### src/rtl/uart_reg_controller_pkg.sv
// Shared structures for the UART register bridge: the UART_PACKET stream type,
// command opcodes and the controller state encoding.
package uart_reg_controller_pkg;

  typedef struct packed {
    logic [7:0] Source;
    logic [7:0] Destination;
    logic [7:0] Length;
    logic       SoP;
    logic       EoP;
    logic [7:0] Data;
    logic       Valid;
  } UART_PACKET;

  localparam logic [7:0] OP_WRITE = 8'h00;
  localparam logic [7:0] OP_READ  = 8'h01;

  typedef enum logic [2:0] {
    StIdle,
    StGetAddress,
    StGetData,
    StGetCount,
    StDiscard,
    StReadReq,
    StReadWait,
    StSendResp
  } state_e;

endpackage

### src/rtl/uart_reg_controller_tx_serialiser.sv
// Turns one register word into DATA_BYTES UART_PACKET bytes, MSB first, held
// until ipTxReady. Used only when UART_REG_READ_EN is defined.
module uart_tx_serialiser
  import uart_reg_controller_pkg::*;
#(
  parameter int unsigned DATA_BYTES = 4,
  parameter logic [7:0]  CHANNEL    = 8'h01
) (
  input  logic                    ipClk,
  input  logic                    reset,
  input  logic                    load_i,
  input  logic [8*DATA_BYTES-1:0] word_i,
  input  logic                    sop_i,
  input  logic                    eop_i,
  input  logic [7:0]              length_i,
  input  logic                    ipTxReady,
  output UART_PACKET              opTxStream,
  output logic                    done_o
);

  localparam int unsigned W    = 8 * DATA_BYTES;
  localparam int unsigned IdxW = (DATA_BYTES > 1) ? $clog2(DATA_BYTES) : 1;

  logic [W-1:0]    word_q, word_d;
  logic [IdxW-1:0] idx_q, idx_d;
  logic            sop_q, sop_d, eop_q, eop_d, valid_q, valid_d;
  logic [7:0]      len_q, len_d, src_q, src_d;
  logic            last_byte;

  assign last_byte = (idx_q == IdxW'(DATA_BYTES - 1));

  always_comb begin
    word_d  = word_q;
    idx_d   = idx_q;
    sop_d   = sop_q;
    eop_d   = eop_q;
    valid_d = valid_q;
    len_d   = len_q;
    src_d   = src_q;
    done_o  = 1'b0;
    if (load_i) begin
      word_d  = word_i;
      idx_d   = '0;
      sop_d   = sop_i;
      eop_d   = eop_i;
      valid_d = 1'b1;
      len_d   = length_i;
      src_d   = CHANNEL;
    end else if (valid_q && ipTxReady) begin
      word_d = word_q << 8;
      if (last_byte) begin
        valid_d = 1'b0;
        done_o  = 1'b1;
      end else begin
        idx_d = idx_q + 1'b1;
      end
    end
  end

  always_ff @(posedge ipClk) begin
    if (reset) begin
      word_q  <= '0;
      idx_q   <= '0;
      sop_q   <= 1'b0;
      eop_q   <= 1'b0;
      valid_q <= 1'b0;
      len_q   <= '0;
      src_q   <= '0;
    end else begin
      word_q  <= word_d;
      idx_q   <= idx_d;
      sop_q   <= sop_d;
      eop_q   <= eop_d;
      valid_q <= valid_d;
      len_q   <= len_d;
      src_q   <= src_d;
    end
  end

  always_comb begin
    opTxStream             = '0;
    opTxStream.Source      = src_q;
    opTxStream.Destination = 8'h00;
    opTxStream.Length      = len_q;
    opTxStream.Data        = word_q[W-1 -: 8];
    opTxStream.Valid       = valid_q;
    opTxStream.SoP         = valid_q && sop_q && (idx_q == '0);
    opTxStream.EoP         = valid_q && eop_q && last_byte;
  end

endmodule

### src/rtl/uart_reg_controller.sv
// UART packet to register-bus bridge with auto-incrementing burst writes.
// Define UART_REG_READ_EN to compile in burst reads and the response stream.
module uart_reg_controller
  import uart_reg_controller_pkg::*;
#(
  parameter int unsigned DATA_BYTES = 4,
  parameter int unsigned ADDR_WIDTH = 8,
  parameter logic [7:0]  CHANNEL    = 8'h01,
  parameter int unsigned MAX_BURST  = 16
) (
  input  logic                    ipClk,
  input  logic                    reset,
  input  UART_PACKET              ipRxStream,
  output logic                    opRxReady,
  output logic                    opWrEnable,
  output logic                    opRdEnable,
  output logic [ADDR_WIDTH-1:0]   opAddress,
  output logic [8*DATA_BYTES-1:0] opWrData,
  input  logic [8*DATA_BYTES-1:0] ipRdData,
  input  logic                    ipRdValid,
  output UART_PACKET              opTxStream,
  input  logic                    ipTxReady
);

  localparam int unsigned W         = 8 * DATA_BYTES;
  localparam int unsigned AddrBytes = (ADDR_WIDTH + 7) / 8;

  state_e                state_q, state_d;
  logic                  is_read_q, is_read_d;
  logic [7:0]            byte_cnt_q, byte_cnt_d, word_cnt_q, word_cnt_d;
  logic [W-1:0]          word_q, word_d, wr_data_q, wr_data_d;
  logic [ADDR_WIDTH-1:0] addr_q, addr_d;
  logic                  wr_en_q, wr_en_d;
  logic                  rx_fire, start;
  logic [W-1:0]          word_shift;
  logic                  unused_rx;

  assign rx_fire    = ipRxStream.Valid && opRxReady;
  // A matching SoP always begins a new command, whatever state we are in.
  assign start      = rx_fire && ipRxStream.SoP && (ipRxStream.Source == CHANNEL);
  assign word_shift = W'({word_q, ipRxStream.Data});
  assign unused_rx  = ^{ipRxStream.Destination, ipRxStream.Length};

`ifdef UART_REG_READ_EN
  logic [7:0] count_q, count_d, total_q, total_d;
  logic       load, tx_done;
`endif

  always_comb begin
    state_d    = state_q;
    is_read_d  = is_read_q;
    byte_cnt_d = byte_cnt_q;
    word_cnt_d = word_cnt_q;
    word_d     = word_q;
    wr_data_d  = wr_data_q;
    wr_en_d    = 1'b0;
    addr_d     = addr_q;
`ifdef UART_REG_READ_EN
    count_d    = count_q;
    total_d    = total_q;
    load       = 1'b0;
    if (state_q == StReadReq) addr_d = addr_q + 1'b1;
`endif
    if (wr_en_q) addr_d = addr_q + 1'b1;

    if (start) begin
      byte_cnt_d = '0;
      word_cnt_d = '0;
      is_read_d  = 1'b0;
      if (ipRxStream.EoP) begin
        state_d = StIdle;
      end else if (ipRxStream.Data == OP_WRITE) begin
        state_d = StGetAddress;
`ifdef UART_REG_READ_EN
      end else if (ipRxStream.Data == OP_READ) begin
        state_d   = StGetAddress;
        is_read_d = 1'b1;
`endif
      end else begin
        state_d = StDiscard;
      end
    end else begin
      unique case (state_q)
        StIdle: ;
        StGetAddress: if (rx_fire) begin
          addr_d     = ADDR_WIDTH'({addr_q, ipRxStream.Data});
          byte_cnt_d = byte_cnt_q + 1'b1;
          if (ipRxStream.EoP) begin
            state_d = StIdle;
          end else if (byte_cnt_q == 8'(AddrBytes - 1)) begin
            byte_cnt_d = '0;
            state_d    = is_read_q ? StGetCount : StGetData;
          end
        end
        StGetData: if (rx_fire) begin
          word_d     = word_shift;
          byte_cnt_d = byte_cnt_q + 1'b1;
          if (byte_cnt_q == 8'(DATA_BYTES - 1)) begin
            wr_en_d    = 1'b1;
            wr_data_d  = word_shift;
            byte_cnt_d = '0;
            word_cnt_d = word_cnt_q + 1'b1;
            if (!ipRxStream.EoP && word_cnt_q == 8'(MAX_BURST - 1)) state_d = StDiscard;
          end
          if (ipRxStream.EoP) state_d = StIdle;
        end
        StDiscard: if (rx_fire && ipRxStream.EoP) state_d = StIdle;
`ifdef UART_REG_READ_EN
        StGetCount: if (rx_fire) begin
          if (ipRxStream.Data == 8'h00) begin
            state_d = StIdle;
          end else begin
            count_d = (ipRxStream.Data > 8'(MAX_BURST)) ? 8'(MAX_BURST) : ipRxStream.Data;
            total_d = count_d;
            state_d = StReadReq;
          end
        end
        StReadReq:  state_d = StReadWait;
        StReadWait: if (ipRdValid) begin
          load    = 1'b1;
          state_d = StSendResp;
        end
        StSendResp: if (tx_done) begin
          count_d = count_q - 1'b1;
          state_d = (count_q == 8'd1) ? StIdle : StReadReq;
        end
`endif
        default: state_d = StIdle;
      endcase
    end
  end

  always_ff @(posedge ipClk) begin
    if (reset) begin
      state_q    <= StIdle;
      is_read_q  <= 1'b0;
      byte_cnt_q <= '0;
      word_cnt_q <= '0;
      word_q     <= '0;
      wr_data_q  <= '0;
      wr_en_q    <= 1'b0;
      addr_q     <= '0;
`ifdef UART_REG_READ_EN
      count_q    <= '0;
      total_q    <= '0;
`endif
    end else begin
      state_q    <= state_d;
      is_read_q  <= is_read_d;
      byte_cnt_q <= byte_cnt_d;
      word_cnt_q <= word_cnt_d;
      word_q     <= word_d;
      wr_data_q  <= wr_data_d;
      wr_en_q    <= wr_en_d;
      addr_q     <= addr_d;
`ifdef UART_REG_READ_EN
      count_q    <= count_d;
      total_q    <= total_d;
`endif
    end
  end

  assign opWrEnable = wr_en_q;
  assign opWrData   = wr_data_q;
  assign opAddress  = addr_q;

`ifdef UART_REG_READ_EN
  assign opRdEnable = (state_q == StReadReq);
  assign opRxReady  = !reset && !(state_q inside {StReadReq, StReadWait, StSendResp});

  uart_tx_serialiser #(
    .DATA_BYTES(DATA_BYTES),
    .CHANNEL   (CHANNEL)
  ) u_tx (
    .ipClk     (ipClk),
    .reset     (reset),
    .load_i    (load),
    .word_i    (ipRdData),
    .sop_i     (count_q == total_q),
    .eop_i     (count_q == 8'd1),
    .length_i  (8'(32'(total_q) * DATA_BYTES)),
    .ipTxReady (ipTxReady),
    .opTxStream(opTxStream),
    .done_o    (tx_done)
  );
`else
  logic unused_rd;
  assign unused_rd  = ^{ipRdData, ipRdValid, ipTxReady};
  assign opRdEnable = 1'b0;
  assign opRxReady  = !reset;
  assign opTxStream = '0;
`endif

endmodule

### config.mk
export PLATFORM = sky130hd
export DESIGN_NAME = uart_reg_controller
export DESIGN_NICKNAME = d
export VERILOG_FILES = /design/src/rtl/uart_reg_controller_pkg.sv /design/src/rtl/uart_reg_controller_tx_serialiser.sv /design/src/rtl/uart_reg_controller.sv
export SDC_FILE = /design/constraint.sdc
export NUM_CORES = 1
export LEC_CHECK = 0
export CORE_MARGIN = 2
export CORE_UTILIZATION = 47
export DETAILED_ROUTE_END_ITERATION = 8
export PLACE_DENSITY = 0.85
export SLEW_MARGIN = 25
export SYNTH_ARGS = -nofsm -noshare
export SYNTH_HDL_FRONTEND = slang
export SYNTH_HIERARCHICAL = 1
export SYNTH_SLANG_ARGS = --single-unit
### constraint.sdc
create_clock -name ipClk -period 4.55 [get_ports ipClk]
set_clock_uncertainty 0.1 [all_clocks]
set_input_delay 0.6825 -clock ipClk [delete_from_list [all_inputs] [get_ports ipClk]]
set_output_delay 0.6825 -clock ipClk [all_outputs]
set_load 0.02 [all_outputs]
==> results of run 1 <==
## flip-flops by register name, indices dropped and copies added, names as in the netlist
register	cells
word_cnt_q	8
word_q	24
state_q	3
byte_cnt_q	8
opAddress	8
opWrEnable	1
opWrData	32
## logic make-up after synthesis
logic type | share of synthesized area
AOI/OAI and AO/OA | 0.120
xor gates and xnor gates | 0.0500
adders and majority gates | 0.0130
buffers and inverters | 0.115
DFF | 0.436
muxes | 0.0104
other | 0.000972
and+or+nand+nor | 0.255
## final timing paths
path | cells past startpoint | from | end | slack (ns)
min | 2 | opWrData[13] | opWrData[13] | 0.35
max reg2reg | 6 | byte_cnt_q[2] | opWrData[5] | 2.22
max | 6 | ipRxStream[0] | word_q[16] | 1.77
min reg2reg | 2 | opWrData[13] | opWrData[13] | 0.35
## area by class of cell
cell class	instances	area, um^2
multi-input cells	350	1870
inverters	7	26.3
flip-flops and latches	84	1680
clock buffers	13	159
clock inverters	3	21.3
fillers	739	3570
well taps	105	131
repair buffers	65	638
## per-stage QoR
stage	hold WS [ns]	total power (W)
after floorplan	0.337	0.000821
after global placement	0.341	0.000824
after detailed placement	0.344	0.000824
after CTS	0.355	0.00130
after global routing	0.370	0.00134
final	0.353	0.00130
## tightest hold or removal path, stage by stage, from the launching register on
cell and delay, ns:
dfxtp_1 0.31, nand2_1 0.05, a21oi_1 0.05
## synthesized netlist by cell type, types with 3 or more instances
cell,instances,area share
inv_1,7,0.0068
nand2b_1,3,0.0049
and3_1,4,0.0065
dfxtp_1,84,0.44
buf_2,9,0.012
clkbuf_1,7,0.0068
a211oi_1,8,0.016
nor3_1,3,0.0039
a21oi_1,58,0.075
nand2_1,126,0.12
ha_1,4,0.013
nor2_1,32,0.031
xnor2_1,11,0.025
nand4_1,8,0.013
nand3_1,8,0.010
xor2_1,11,0.025
mux2i_1,4,0.010
buf_4,41,0.080
## report_power, final
group	switching (W)	internal [W]
clock	0.000259	0.000229
sequential	0.000000000101	0.000734
combinational	0.0000529	0.0000207
total	0.000312	0.000984
## routing by layer
metal / vias to the layer above / part of all wire / wire length, um / track usage
met5: - / 0 / 0 / 0
met4: 0 / 0.016 / 132 / 0.0845
met3: 16 / 0.058 / 467 / 0.0447
met2: 92 / 0.51 / 4110 / 0.332
met1: 1424 / 0.42 / 3400 / 0.226
li1: 1574 / - / - / -
==> impl_metrics.env, run 1 <==
export IMPL_outcome="completed"
export IMPL_synth_edf_count=0
export IMPL_grt_setup_unrepaired="false"
export IMPL_drt_iter0_markers=118
export IMPL_powerDensity_nw_per_um2=286
export IMPL_ir_drop_uv=157
export IMPL_critical_path_class="input port to register"
export IMPL_crit_family="simple AND/OR/NAND/NOR gates"
export IMPL_synth_seq_cells=84
export IMPL_start_util=0.477
export IMPL_grt_pass1_wl_mm=13.5
export IMPL_diodes=0
export IMPL_vias=3106
export IMPL_drc=0
export IMPL_die_x_um=94.6
export IMPL_fin_cells=627
export IMPL_async_flop_share=0
export IMPL_end_kind="register"
export IMPL_synthDistinctLibCells=48
export IMPL_yosysSeqAreaShare=0.436
export IMPL_track_usage=0.192
export IMPL_slew_headroom=0.400
export IMPL_cp_slowest_cell="nand3_1"
export IMPL_dp_slack_ns=1.43
export IMPL_cts_inserted_buffers=9
export IMPL_post_route_min_period_ns=2.78
export IMPL_drive_above_1_share=0.0632
export IMPL_netlist_area_um2=3860
export IMPL_die_area_um2=8950
export IMPL_finalWeightedCongestion=0.813
export IMPL_synth_ff_type="dfxtp_1"
export IMPL_syn_inst=466
export IMPL_wl_per_cell_um=12.9
export IMPL_ys_warn_count=6
export IMPL_core_area_um2=8090
export IMPL_grt_pass1_vias=3067
export IMPL_worstPathRequired_ns=4.68
export IMPL_setup_tns_ns=0
export IMPL_std_cell_rows=33
export IMPL_avgSynthCellArea_um2=8.28
export IMPL_postRouteAntennaNets=0
export IMPL_cp_arrival_ns=2.91
export IMPL_worstPathCellList="clkdlybuf4s50_1 -> and4bb_1 -> a31oi_4 -> nand3_1 -> nand2_1 -> a21oi_1"
export IMPL_placed_cell_area_um2=4350
export IMPL_final_cell_mix="126 x nand2_1, 84 x dfxtp_1, 61 x clkdlybuf4s50_1, 58 x a21oi_1, 36 x conb_1"
export IMPL_port_buffers=62
export IMPL_startpoint_type="input port"
export IMPL_final_common_cell="nand2_1"
export IMPL_path_max_fanout=24
export IMPL_post_cts_buffers=0
export IMPL_clkSinkCount=84
export IMPL_grt_max_degree=50
export IMPL_cts_resized=0
export IMPL_fin_crit_sh=0.610
export IMPL_fp_dieH_um=94.6
export IMPL_fin_util=0.559
export IMPL_layout_nets=592
export IMPL_cap_violations=0
export IMPL_finalWirelength_mm=8.12
export IMPL_cp_num_buf_inv=1
export IMPL_dr_pass1_iters=4
export IMPL_max_freq_mhz=360
export IMPL_vias_per_cell=4.95
export IMPL_path_clk_slew_ns=0.08
export IMPL_cts_tree="done"
export IMPL_gr_total_overflow=0
export IMPL_tightest_slew_ns=0.898
export IMPL_critical_path_max_stage_delay_ns=0.68
export IMPL_hp_class="register to register"
export IMPL_dp_hpwl_mm=5.77
export IMPL_clock_latency_ns=0.36
export IMPL_drv_slew=0
export IMPL_clk_path_buf_depth=2
export IMPL_clock_root_buffer="clkbuf_8"
export IMPL_synthToLayoutAreaGrowth_pct=17.3
export IMPL_antenna_found_initial=0
export IMPL_hold_viol_final=0
export IMPL_io_pins=149
export IMPL_leakage_nw=1.58
export IMPL_setup_viol=0
export IMPL_postCtsHoldBufs=0
export IMPL_design_area_um2=4530
export IMPL_setup_ws_ns=1.77
export IMPL_htree_levels=3
export IMPL_dpl_cell_count=611
Note: power is estimated with default switching activity, not from simulation.
==> run 2: changes to the inputs <==
- CORE_UTILIZATION: 47 -> 44
- PLACE_DENSITY: 0.85 -> 0.8
- clock period: 4.55 -> 2.75 ns (I/O delays scaled with it)
==> run 2 against run 1 <==
  * Sequential power grew 65%
  * Total power grew 61%
  * Sequential cell count is the same
  * Clock-buffer cell count shrank 2
  * Sequential share of layout area shrank 0.26 points
  * Non-clock buffer count grew 4
  * Clock power grew 54%
  * Critical path type is now register to register
  * Largest cell class unchanged
  * Largest power group unchanged
==> impl_metrics.env, run 2 (synthesized netlist as in run 1, its figures left out) <==
export IMPL_cts_inserted_buffers=9
export IMPL_drv_slew=0
export IMPL_timing_rr_start="byte_cnt_q[2]"
export IMPL_multi_input_area_um2=1870
export IMPL_path_clk_slew_ns=0.08
export IMPL_synthToLayoutAreaGrowth_pct=18.1
export IMPL_critical_path_max_stage_delay_ns=0.59
export IMPL_grt_setup_unrepaired="false"
export IMPL_dp_hpwl_mm=5.81
export IMPL_drc=0
export IMPL_fin_crit_sh=0.804
export IMPL_hold_depth=2
export IMPL_gr_total_overflow=0
export IMPL_ir_drop_uv=259
export IMPL_r2r_worst_path_cells=5
export IMPL_wl_per_cell_um=12.8
export IMPL_layout_nets=596
export IMPL_drt_iter0_markers=188
export IMPL_reg2reg_slack_ns=0.54
export IMPL_post_cts_buffers=0
export IMPL_r2r_end="opWrData[19]"
export IMPL_dpl_cell_count=618
export IMPL_fin_cells=634
export IMPL_hold_path_end="opWrData[13]"
export IMPL_setup_viol=0
export IMPL_cts_tree="done"
export IMPL_die_area_um2=9530
export IMPL_core_area_um2=8590
export IMPL_grt_pass1_wl_mm=13.7
export IMPL_htree_levels=3
export IMPL_cp_arrival_ns=2.38
export IMPL_dr_pass1_iters=4
export IMPL_cts_resized=0
export IMPL_grt_pass1_vias=3028
export IMPL_critical_path_class="register to register"
export IMPL_design_area_um2=4560
export IMPL_postCtsHoldBufs=0
export IMPL_worstPathRequired_ns=2.92
export IMPL_final_cell_mix="126 x nand2_1, 84 x dfxtp_1, 61 x clkdlybuf4s50_1, 58 x a21oi_1, 36 x conb_1"
export IMPL_cp_num_buf_inv=0
export IMPL_clock_latency_ns=0.35
export IMPL_cap_violations=0
export IMPL_fp_dieH_um=97.6
export IMPL_vias_per_cell=4.94
export IMPL_vias=3134
export IMPL_post_route_min_period_ns=2.21
export IMPL_crit_family="simple AND/OR/NAND/NOR gates"
export IMPL_postRouteAntennaNets=0
export IMPL_port_buffers=62
export IMPL_clkSinkCount=84
export IMPL_leakage_nw=1.60
export IMPL_end_kind="register"
export IMPL_grt_max_degree=68
export IMPL_path_max_fanout=32
export IMPL_finalWirelength_mm=8.09
export IMPL_max_freq_mhz=452
export IMPL_io_pins=149
export IMPL_setup_tns_ns=0
export IMPL_holdCritStartpoint="opWrData[13]"
export IMPL_hp_class="register to register"
export IMPL_startpoint_type="register"
export IMPL_die_x_um=97.6
export IMPL_std_cell_rows=34
export IMPL_diodes=0
export IMPL_powerDensity_nw_per_um2=459
export IMPL_fill_cells=827
export IMPL_placed_cell_area_um2=4400
export IMPL_slew_headroom=0.549
export IMPL_cp_slowest_cell="nor2b_4"
export IMPL_tightest_slew_ns=0.675
export IMPL_hold_viol_final=0
export IMPL_clk_path_buf_depth=2
export IMPL_drive_above_1_share=0.0703
export IMPL_cp_depth=5
export IMPL_start_util=0.449
export IMPL_worstPathCellList="nor4_2 -> and4_1 -> nor2b_4 -> nand2_1 -> a21oi_1"
export IMPL_track_usage=0.173
export IMPL_antenna_found_initial=0
export IMPL_final_common_cell="nand2_1"
export IMPL_finalWeightedCongestion=0.772
export IMPL_outcome="completed"
export IMPL_clock_root_buffer="clkbuf_8"
export IMPL_seqCellArea_um2=1680
export IMPL_fin_util=0.530
export IMPL_largest_register_ffs=32
## run 2: worst max path at each step
stage | start | to | slack [ns]
2_1_floorplan | reset | state_q[0] | 0.86
3_3_place_gp | ipRxStream[0] | opWrData[18] | -0.07
3_5_place_dp | ipRxStream[29] | opWrData[3] | 0.23
4_1_cts | byte_cnt_q[0] | opWrData[19] | 0.54
5_1_grt | byte_cnt_q[0] | opWrData[2] | 0.36
6_report | byte_cnt_q[2] | opWrData[19] | 0.54
## run 2: through the flow
step | worst slack [ns] | hold slack [ns] | total power (W)
after global placement | -0.0655 | 0.342 | 0.00136
after CTS | 0.535 | 0.356 | 0.00210
after detailed placement | 0.229 | 0.345 | 0.00137
final | 0.539 | 0.353 | 0.00209
after global routing | 0.365 | 0.373 | 0.00216
after floorplan | 0.861 | 0.337 | 0.00136
## run 2: area by class of cell
class / instances / share of cell area
multi-input combinational: 350 / 0.411
clock inverter: 5 / 0.00632
clock buffer: 11 / 0.0288
inverter: 7 / 0.00577
sequential: 84 / 0.369
timing repair buffer: 69 / 0.149
tap: 108 / 0.0297
## run 2: power breakdown
group	internal, W	switching (W)	total [W]
Sequential	0.00121	0.000000000165	0.00121
Clock	0.000324	0.000427	0.000752
Combinational	0.0000361	0.0000873	0.000123
Total	0.00158	0.000515	0.00209
## run 2: tightest hold or removal path, stage by stage, from the launching register on
cell and delay, ns:
dfxtp_1 0.31, nand2_1 0.05, a21oi_1 0.05
## run 2: per-layer routing
metal,vias up,share of wire,GRT usage,routed length (um)
met1,1467,0.45,0.219,3660
met3,14,0.032,0.0266,259
met5,-,0,0,0
met2,68,0.50,0.290,4010
li1,1585,-,-,-
met4,0,0.021,0.0791,166
==> patch 1, RTL diff (flow settings as in run 2) <==
Compare `byte_cnt_q` against `8'(DATA_BYTES - 1)` with >= in place of ==.
--- a/src/rtl/uart_reg_controller.sv
+++ b/src/rtl/uart_reg_controller.sv
@@ -97,3 +97,3 @@
           byte_cnt_d = byte_cnt_q + 1'b1;
-          if (byte_cnt_q == 8'(DATA_BYTES - 1)) begin
+          if (byte_cnt_q >= 8'(DATA_BYTES - 1)) begin
             wr_en_d    = 1'b1;
Formal check against the unedited RTL: same outputs for any inputs over 4 cycles, from zero or initial values and one cycle with reset high; that may be too few to reach the edited logic, so the function may still have changed.
==> patch 1 against run 2 <==
- cell count grew 1.9%
- sequential cell count is the same
- routed wire length grew 18%
- utilization shrank 0.38 points
- combinational power grew 8%
- synthesized area grew 6.0%
- total power grew 7.4%
- worst setup slack gained 60 ps
- final area grew 5.2%
- largest power group unchanged
==> patch 1: results <==
export IMPL_status="complete, no violations"
export IMPL_first_global_vias=3375
export IMPL_drt_met1_wl_um=4310
export IMPL_n_multi_input_combinational_cell=360
export IMPL_dr_pass1_iters=5
export IMPL_ff2ff_path_depth=6
export IMPL_grt_max_degree=69
export IMPL_worstReg2RegEnd="opWrData[29]$_SDFFE_PP0P_"
export IMPL_layout_drive_gt1_share=0.07477
export IMPL_multi_input_area_share=0.4281
export IMPL_ys_seq_area_frac=0.4111
export IMPL_synthAdderAreaFrac=0.01224
export IMPL_r2r_start="byte_cnt_q[0]$_SDFFE_PP0P_"
export IMPL_root_buffer="clkbuf_8"
export IMPL_r2r_slack_ps=690
export IMPL_ir_worst_vdd_uv=250.0
export IMPL_dp_cells=630
export IMPL_endpoint="opRxReady"
export IMPL_synth_distinct_cells=54
export IMPL_synthMuxAreaShare=0.009789
export IMPL_wl_met3_um=632
export IMPL_critPathMaxFanout=20
export IMPL_min_to="opWrData[25]$_SDFFE_PP0P_"
export IMPL_place_area_um2=4597
export IMPL_num_nonclk_buffers=71
export IMPL_yosys_top_cells_count="84 x dfxtp_1, 66 x a21oi_1, 62 x nand3_1, 60 x o21ai_0, 37 x buf_4"
export IMPL_met2WireLength_um=4511
export IMPL_signal_buffer_area_fraction=0.1477
export IMPL_wirelength_um=9578
export IMPL_critical_path_top_delay_family="buffers and inverters"
export IMPL_cp_arrival_ps=1640
export IMPL_hp_start="word_q[17]$_SDFFE_PP0P_"
export IMPL_yosys_area_share_xor_xnor=0.03212
export IMPL_num_fill_cells=815
export IMPL_core_um2=9109
export IMPL_tightest_slew_ps=584.1
export IMPL_inv_count=4
export IMPL_startpoint="reset"
export IMPL_yosys_top_cells_area="dfxtp_1 41%, a21oi_1 8.1%, nand3_1 7.6%"
export IMPL_power_leakage_nw=1.568
export IMPL_synth_compound_area_frac=0.2135
export IMPL_via_per_inst=5.686
export IMPL_routedWlPerCell_um=14.83
export IMPL_place_hpwl_um=6406
export IMPL_clk_share=0.04148
export IMPL_seq_area_frac=0.3506
export IMPL_track_usage=0.1974
export IMPL_nClkBuffers=10
export IMPL_grt_pass1_wl_um=16150
export IMPL_final_nets=605
export IMPL_drtIter0Drc=269
export IMPL_slowest_stage="clkdlybuf4s50_1"
export IMPL_clk_pin_slew_worst_paths_ps=90
export IMPL_internal_power_mw=1.682
export IMPL_place_gp_congestion=0.8100
export IMPL_synth_area_per_cell_um2=8.330
patch 1: cell count changes in the layout (fill, tap and decap cells not counted), moves of 6 or more:
cell	delta
xor2_1	-6
a211oi_2	+6
nand2_1	-108
o21ai_0	+60
nor3_1	+13
nor2_1	-22
a21oi_1	+8
a211oi_1	-7
nand3_1	+54
patch 1: metrics by stage:
step,power (mW),setup WS [ps],utilization,hold WS [ps]
floorplan,1.366,935.8,-,340.3
global placement,1.376,377.3,0.5047,356.9
detailed placement,1.378,324.2,0.5047,364.1
CTS,2.252,640.3,0.5265,370.2
global route,2.327,486.0,0.5265,401.8
finish,2.245,599.3,0.5265,370.7
patch 1: worst reg2reg max path: stages, from the launching register on:
cell and delay (ps):
dfxtp_1 350, ha_1 270, or3_1 410, o211ai_2 280, buf_4 300, o21ai_0 110, a21oi_1 160
patch 1: routing by layer:
metal | global-route usage | up-vias
met1 | 0.2673 | 1746
li1 | - | 1766
met2 | 0.3046 | 149
met5 | 0 | -
met4 | 0.06428 | 0
met3 | 0.05501 | 12
==> patch 2, RTL diff (config.mk and constraints of run 2) <==
Made on the original files. Set the parameter `DATA_BYTES` to 5 (it was 4).
--- a/src/rtl/uart_reg_controller.sv
+++ b/src/rtl/uart_reg_controller.sv
@@ -5,3 +5,3 @@
 #(
-  parameter int unsigned DATA_BYTES = 4,
+  parameter int unsigned DATA_BYTES = 5,
   parameter int unsigned ADDR_WIDTH = 8,
Ports: changed (resized ipRdData and opWrData); port bits go from 149 to 165. No check against the original RTL was run, so the function may have changed too.
==> patch 2 against run 2 <==
- worst setup slack worse by 280 ps
- critical endpoint is now word_cnt_q[7]$_SDFFE_PP0P_
- largest cell class is now sequential cells
- total power is 19% higher
- first-iteration DRC count is 29% higher
- fmax down 11%
- sequential share of layout area increased by 1.6 points
- synthesized area increased by 11%
- synthesized cell count is 15% higher
- critical path depth stayed put
- routed wire length rose by 14%
- final area up 14%
- critical path type unchanged
- sequential cell count up 16
==> patch 2: results <==
export IMPL_status="complete, no violations"
export IMPL_synth_distinct_cells=40
export IMPL_wirelength_um=9260
export IMPL_r2r_slack_ps=260
export IMPL_use_met2=0.3047
export IMPL_final_nets=678
export IMPL_met1_usage=0.2203
export IMPL_synth_compound_area_frac=0.1402
export IMPL_largest_register_ffs=40
export IMPL_track_usage=0.1796
export IMPL_grt_max_degree=73
export IMPL_place_hpwl_um=6550
export IMPL_p_seq_mw=1.45
export IMPL_wl_met3_um=639
export IMPL_cp_arrival_ps=2700
export IMPL_first_global_vias=3359
export IMPL_synthAdderAreaFrac=0.01173
export IMPL_slowest_stage="or4_1"
export IMPL_async_reset_ff_frac=0
export IMPL_ys_seq_area_frac=0.4693
export IMPL_powerClk_mw=0.917
export IMPL_place_gp_congestion=0.8374
export IMPL_gr_usage_met3=0.04036
export IMPL_port_buffers=70
export IMPL_ir_worst_vdd_uv=345.2
export IMPL_startpoint="byte_cnt_q[3]$_SDFFE_PP0P_"
export IMPL_yosys_area_share_xor_xnor=0.04107
export IMPL_synthMuxAreaShare=0.004693
export IMPL_endpoint="word_cnt_q[7]$_SDFFE_PP0P_"
export IMPL_yosys_top_cells_count="153 x nand2_1, 100 x dfxtp_1, 79 x a21oi_1, 36 x buf_4, 29 x nor2_1"
export IMPL_met2WireLength_um=4511
export IMPL_layout_drive_gt1_share=0.06500
export IMPL_synth_top_family_by_area="simple AND/OR/NAND/NOR gates"
export IMPL_swShare=0.2601
export IMPL_num_fill_cells=882
export IMPL_vias=3666
export IMPL_clk_pin_slew_worst_paths_ps=100
export IMPL_critPathMaxStageDelay_ps=530
export IMPL_place_area_um2=4992
export IMPL_grt_pass1_wl_um=15010
export IMPL_yosys_top_cells_area="dfxtp_1 47%, nand2_1 13%, a21oi_1 9.3%"
export IMPL_tightest_slew_ps=686.5
export IMPL_hold_class="in2reg"
[patch 2: changes by cell type after synthesis, moves of 4 or more]
cell	delta
a31o_2	+4
nor4_1	+5
nand3_1	-4
clkbuf_1	+21
a21oi_1	+21
buf_2	-4
nand2_1	+27
o21ai_0	+4
buf_4	-5
dfxtp_1	+16
[patch 2: cell type report]
type / count / share of cell area
sequential: 100 / 0.3854
multi-input combinational: 395 / 0.3804
clock buffer: 9 / 0.02385
clock inverter: 7 / 0.01494
tap: 129 / 0.03108
timing repair buffer: 83 / 0.1600
inverter: 6 / 0.004336
[patch 2: worst min-delay path by stage]
| stage | from | end | depth (start not counted) |
|---|---|---|---|
| 6_report | reset | state_q[2]$_SDFFE_PP0P_ | 2 |
| 3_3_place_gp | opWrData[1]$_SDFFE_PP0P_ | opWrData[1]$_SDFFE_PP0P_ | 2 |
| 5_1_grt | reset | opAddress[6]$_SDFF_PP0_ | 2 |
| 3_5_place_dp | opWrData[31]$_SDFFE_PP0P_ | opWrData[31]$_SDFFE_PP0P_ | 2 |
| 2_1_floorplan | word_q[24]$_SDFFE_PP0P_ | opWrData[32]$_SDFFE_PP0P_ | 2 |
| 4_1_cts | reset | state_q[2]$_SDFFE_PP0P_ | 2 |
[patch 2: metrics by stage]
| stage | worst slack (ps) | util | power [mW] | std cells |
|---|---|---|---|---|
| floorplan | 435.5 | - | 1.594 | 571 |
| global placement | 299.2 | 0.5352 | 1.604 | 713 |
| detailed placement | 177.4 | 0.5352 | 1.605 | 713 |
| CTS | 257.8 | 0.5568 | 2.505 | 729 |
| global route | 150.0 | 0.5568 | 2.567 | 729 |
| finish | 255.9 | 0.5568 | 2.490 | 729 |
